**config.mk**
```make
export PLATFORM = sky130hd
export DESIGN_NAME = down_counter_timer
export DESIGN_NICKNAME = d
export VERILOG_FILES = /design/src/rtl/down_counter_timer.sv
export SDC_FILE = /design/constraint.sdc
export NUM_CORES = 1
export LEC_CHECK = 0
export ABC_AREA = 1
export ABC_CLOCK_PERIOD_IN_PS = 1360
export CAP_MARGIN = 25
export CORE_ASPECT_RATIO = 1.5
export CORE_MARGIN = 1
export CORE_UTILIZATION = 46
export DETAILED_ROUTE_END_ITERATION = 10
export HOLD_SLACK_MARGIN = 0.05
export PLACE_DENSITY = 0.75
export SETUP_SLACK_MARGIN = 0.02
export SYNTH_ARGS = -nofsm -noshare
export SYNTH_HDL_FRONTEND = slang
export SYNTH_SLANG_ARGS = --single-unit
export TNS_END_PERCENT = 20
```
**constraint.sdc**
```tcl
create_clock -name clk -period 1.36 [get_ports clk]
set_input_delay 0.272 -clock clk [delete_from_list [all_inputs] [get_ports clk]]
set_output_delay 0.272 -clock clk [all_outputs]
set_load 0.1 [all_outputs]
```
**src/rtl/down_counter_timer.sv**
```systemverilog
// down_counter_timer: loadable, enable-gated down-counter with a one-cycle
// terminal-count pulse (uf), one-shot or auto-reload operation.
// Optional build macro DOWN_COUNTER_PRESCALE_EN inserts a modulo-PRESCALE
// prescaler so that only every PRESCALE-th enabled cycle counts as a tick.
module down_counter_timer #(
  parameter int WIDTH    = 8,
  parameter int PRESCALE = 4
) (
  input  logic             clk,
  input  logic             rst,
  input  logic             en,
  input  logic             load,
  input  logic [WIDTH-1:0] load_val,
  input  logic             auto_reload,
  output logic [WIDTH-1:0] count,
  output logic             busy,
  output logic             done,
  output logic             uf
);

  typedef enum logic [1:0] {IDLE, RUN, DONE} state_t;

  state_t           state, state_nxt;
  logic [WIDTH-1:0] reload, reload_nxt, count_nxt;
  logic             uf_nxt, busy_nxt, done_nxt;
  logic             tick;

  // Reject an illegal divisor at elaboration time.
  if (PRESCALE < 2) begin : g_prescale_check
    $error("down_counter_timer: PRESCALE must be 2 or greater");
  end

`ifdef DOWN_COUNTER_PRESCALE_EN
  localparam int            PW       = $clog2(PRESCALE);
  localparam logic [PW-1:0] PRE_LAST = PW'(PRESCALE - 1);

  logic [PW-1:0] pre, pre_nxt;

  assign tick = en && (pre == PRE_LAST);

  // Prescaler next value: cleared by load, advances on enabled cycles in RUN only.
  always_comb begin
    pre_nxt = pre;
    if (load) begin
      pre_nxt = '0;
    end else if ((state == RUN) && en) begin
      pre_nxt = (pre == PRE_LAST) ? '0 : pre + 1'b1;
    end
  end

  // Prescaler register.
  always_ff @(posedge clk or posedge rst) begin
    if (rst) pre <= '0;
    else     pre <= pre_nxt;
  end
`else
  assign tick = en;
`endif

  // Next-state and next-output decode: load has priority, then ticks in RUN.
  always_comb begin
    state_nxt  = state;
    count_nxt  = count;
    reload_nxt = reload;
    uf_nxt     = 1'b0;
    if (load) begin
      count_nxt  = load_val;
      reload_nxt = load_val;
      state_nxt  = (load_val != '0) ? RUN : IDLE;
    end else if ((state == RUN) && tick) begin
      if (count > WIDTH'(1)) begin
        count_nxt = count - WIDTH'(1);
      end else begin
        // Terminal tick: count is 1 here, so the counter never wraps below 0.
        uf_nxt = 1'b1;
        if (auto_reload) begin
          count_nxt = reload;
        end else begin
          count_nxt = '0;
          state_nxt = DONE;
        end
      end
    end
    busy_nxt = (state_nxt == RUN);
    done_nxt = (state_nxt == DONE);
  end

  // State and registered outputs; async reset clears everything immediately.
  always_ff @(posedge clk or posedge rst) begin
    if (rst) begin
      state  <= IDLE;
      count  <= '0;
      reload <= '0;
      uf     <= 1'b0;
      busy   <= 1'b0;
      done   <= 1'b0;
    end else begin
      state  <= state_nxt;
      count  <= count_nxt;
      reload <= reload_nxt;
      uf     <= uf_nxt;
      busy   <= busy_nxt;
      done   <= done_nxt;
    end
  end

endmodule
```
=== Word-level counts from Yosys, hierarchy flattened ===
Index checks and enable logic that the tools add are counted.

* Register bits after elaboration: 21
* Bits of input ports: 13
* Output and inout port bits: 11

* Reductions and logical operators: 3
* Mux-type cells: 12
* Eq/ne operators: 3
* Add/sub/neg operators: 1
* Order comparisons: 1

{| class="wikitable"
|+ Operator list
! kind !! count
|-
| 2-to-1 mux 8 bit || 4
|-
| > comparator 8 x 1 -> 1 bit, second input constant || 1
|-
| 2-to-1 mux 2 bit || 4
|-
| nonzero test 8 bit || 1
|-
| subtractor 8 x 1 -> 8 bit, second input constant || 1
|-
| == test 2 x 1 -> 1 bit, second input constant || 2
|-
| 2-to-1 mux 1 bit || 4
|-
| == test 2 bit, second input constant || 1
|-
| nonzero test 2 bit || 1
|-
| logical AND 1 bit || 1
|}

=== Longest topological paths before layout ===
* Depth in word-level cells: 5
* Mapped depth: 10

=== Least setup slack after synthesis ===
Ideal clock, no wire load.

* Kind: flip-flop to flip-flop
* Start point: register count[0]
* End point: register count[5]
* Path slack: -0.734 ns
* Stages on the path, launching flop included: 8
* Arrival: 2.019 ns
* Clock period less this slack: 2.094 ns
* Buffers on the path: 0
* Data required time: 1.285 ns
* Cell sequence: dfrtp_1 inv_1 ha_1 o21ai_2 nor2_4 nor2_1 nand3_1 a21oi_2

* Cells in the longest elaborated chain, start to end: 4
* Elaborated cells between the ends (all ways): 5
* Those cells by class: 1 x add/sub; 1 x order compare; 3 x mux

{| class="wikitable"
|+ Ends and longest elaborated chain
! what !! line !! text
|-
| from (decl) || 15 || <nowiki>output logic [WIDTH-1:0] count,</nowiki>
|-
| from (signal assigned) || 99 || <nowiki>count <= count_nxt;</nowiki>
|-
| subtractor 8 x 1 -> 8 bit or > comparator 8 x 1 -> 1 bit (tied branches) || 72, 71 ||
|-
| 2-to-1 mux 8 bit * || 71 || <nowiki>if (count > WIDTH'(1)) begin</nowiki>
|-
| 2-to-1 mux 8 bit * || 70 || <nowiki>end else if ((state == RUN) && tick) begin</nowiki>
|-
| 2-to-1 mux 8 bit * || 66 || <nowiki>if (load) begin</nowiki>
|}

Mark *: on every way between the ends. The rest lies on a longest branch, timed or not. The select of a mux whose other input is x is not followed.
A chain may end at the register's enable or synchronous reset.

=== Final worst setup path ===
* Start point: register count[0]
* End point: register count[7]

The elaborated chain is that of the path after synthesis.

==> results_dict.tcl <==
set metrics [dict create \
    start_util_pct 49.5 \
    row_count 22 \
    synth-seq-cells 21 \
    cts_tree "done" \
    cp_data_required_time_ns 1.63 \
    arrival_ns 1.75 \
    violations "negative setup slack" \
    layout_commonest_cell "nand2_1" \
    drc 0 \
    dieWidth_um 44.4 \
    clockBufferDepth 2 \
    synth_area_sq_mm 0.00124 \
    nets 237 \
    cts_buffers 3 \
    setup_viol 15 \
    numPortBuffers 23 \
    postRouteAntennaNets 0 \
    wl_per_cell_um 12.0 \
    skew_ns 0.00113 \
    final_cells 257 \
    cp-end-kind "flop" \
    peakVddDrop_v 0.000922 \
    cts_sinks 21 \
    insertion_delay_ns 0.32 \
    h-tree-depth 1 \
    finalMaxSlewViolations 0 \
    die_area_sq_mm 0.00291 \
    place_ws_ns -0.209 \
    rsz0062_at_grt "true" \
    netlist_instances 167 \
    post-dp-hpwl_um 2400 \
    grt_pass1_vias 1241 \
    syn_to_final_growth_pct 58.0 \
    grt_pass1_wl_um 5350 \
    syn-num-nets 182 \
    status "finished, violations left" \
    yosys_warnings 0 \
    postPlaceCellArea_sq_mm 0.00187 \
    hp-class "in2async" \
    diodes 0 \
    yosysUniqueCellTypes 24 \
    globalRoute.totalOverflow 0 \
    gp_congestion 0.863 \
    mostFrequentLayoutCells "36 x nand2_1, 23 x inv_1, 23 x nor2_1" \
    coreArea_sq_mm 0.00250 \
    cellLeakagePower_uw 0.000974 \
    critPathKind "reg2reg" \
    worst_setup_hold_path_clk_slew_ns 0.12 \
    hold_buffers 0 \
    max-slew-margin-rel_pct 76.6 \
    maxCapViolCount 0 \
    min_period_ns 1.48 \
    layout-drive-gt1-share_pct 34.8 \
    yosysSeqAreaShare_pct 42.4 \
    routed_wl_um 3080 \
    fin_crit_sh_pct 109 \
    final_core_util_pct 78.2 \
    holdWs_ns 0.257 \
    die_h_um 65.6 \
    grt_max_degree 22 \
    first_pass_iters 4 \
    tightest_slew_ns 0.348 \
    viasPerCell 4.84 \
    num_io_pins 24 \
    crit_fanout 5 \
    final_area_sq_mm 0.00196 \
    vias 1243 \
    drtIter0Drc 44 \
    clock_tree.root_cell "clkbuf_4" \
    hold_viol_final 0 \
    syn_area_per_cell_sq_um 7.42 \
    setup_ws_ns -0.120 \
    fmax_mhz 676 \
    antenna_found_initial 0 \
    power_density_mw_per_mm2 1110 \
    critPathLaunchType "flop" \
    placed_cells 251 \
    track_usage_pct 25.5 \
]
[logic make-up after synthesis]
kind of cell / count (synthesis) / synth area share, %
fa+ha+maj: 2 / 2.02
compound gates: 18 / 7.87
flops: 21 / 42.4
xor+xnor: 2 / 1.41
simple gates: 94 / 36.6
buf+inv: 30 / 9.69
[per-stage QoR]
stage                     setup TNS, ns  total power, uW
after floorplan                   -1.67             1380
after global placement            -2.03             1800
after global routing              -2.14             2290
after detailed placement          -2.60             1820
after CTS                        -0.931             2160
final                             -1.20             2180
[worst paths after layout]
kind	endpoint	slack, ns	cells past startpoint	from
setup / recovery	count[7]	-0.12	8	count[0]
hold / removal	busy	0.26	3	rst
setup reg to reg	count[7]	-0.12	8	count[0]
hold reg to reg	reload[6]	0.50	2	reload[6]
max in group asynchronous	count[0]	0.86	3	rst
min in group clk	reload[6]	0.50	2	reload[6]
[metal layers]
layer | GRT usage (%) | vias to the layer above | part of all wire [%]
li1 | - | 630 | -
met1 | 29.7 | 578 | 41
met2 | 43.9 | 28 | 53
met3 | 4.67 | 7 | 4.0
met4 | 11.7 | 0 | 2.3
met5 | 0 | - | 0
[power breakdown]
group | switching [uW] | total, uW | leakage [uW] | internal, uW
registers | 60.5 | 762 | 0.000246 | 701
clock network | 206 | 321 | 0.0000150 | 115
logic | 646 | 1100 | 0.000713 | 453
[cell usage after synthesis]
cell type / n / share of area, %
nor2_2: 1 / 0.50
dfrtp_1: 21 / 42
clkbuf_1: 1 / 0.30
xor2_1: 2 / 1.4
a21oi_2: 1 / 0.71
nor2_1: 24 / 7.3
o21ai_1: 3 / 1.2
ha_1: 2 / 2.0
nand3_1: 15 / 6.1
nand4_1: 1 / 0.50
nor3_2: 2 / 1.6
nor3_1: 1 / 0.40
o21ai_0: 7 / 2.8
nand3_2: 1 / 0.81
nor2_4: 5 / 4.5
inv_1: 25 / 7.6
a21oi_1: 6 / 2.4
nor4_1: 2 / 1.0
inv_2: 2 / 0.61
nand2_2: 3 / 1.5
nand2_1: 38 / 12
buf_4: 2 / 1.2
o21ai_2: 1 / 0.71
nand2_4: 1 / 0.91
[state kept, by name, summed over array words and instances (netlist names)]
name / count
busy: 1
count: 8
done: 1
reload: 8
state: 2
uf: 1
[area by class of cell]
class | count | area (sq um)
clock buffers | 4 | 26.3
fillers | 167 | 546
inverters | 27 | 106
multi-input cells | 116 | 637
flip-flops and latches | 21 | 541
well taps | 36 | 45.0
repair buffers | 53 | 604
[critical path, stage by stage (launching register included)]
cell,delay [ns]
dfrtp_4,0.53
inv_4,0.08
ha_4,0.17
o21ai_2,0.08
nor2_4,0.16
nand2_2,0.14
o21ai_1,0.14
nand2_1,0.07
nand2_1,0.06
[what timing repair did]
item                       4_1_cts  5_1_grt
hold endpoints to repair         0        0
buffers inserted                 1        1
resized for setup                6        6
setup endpoints to repair       18       20
pin swaps                        5        5
Power figures use the tool's default switching activity.
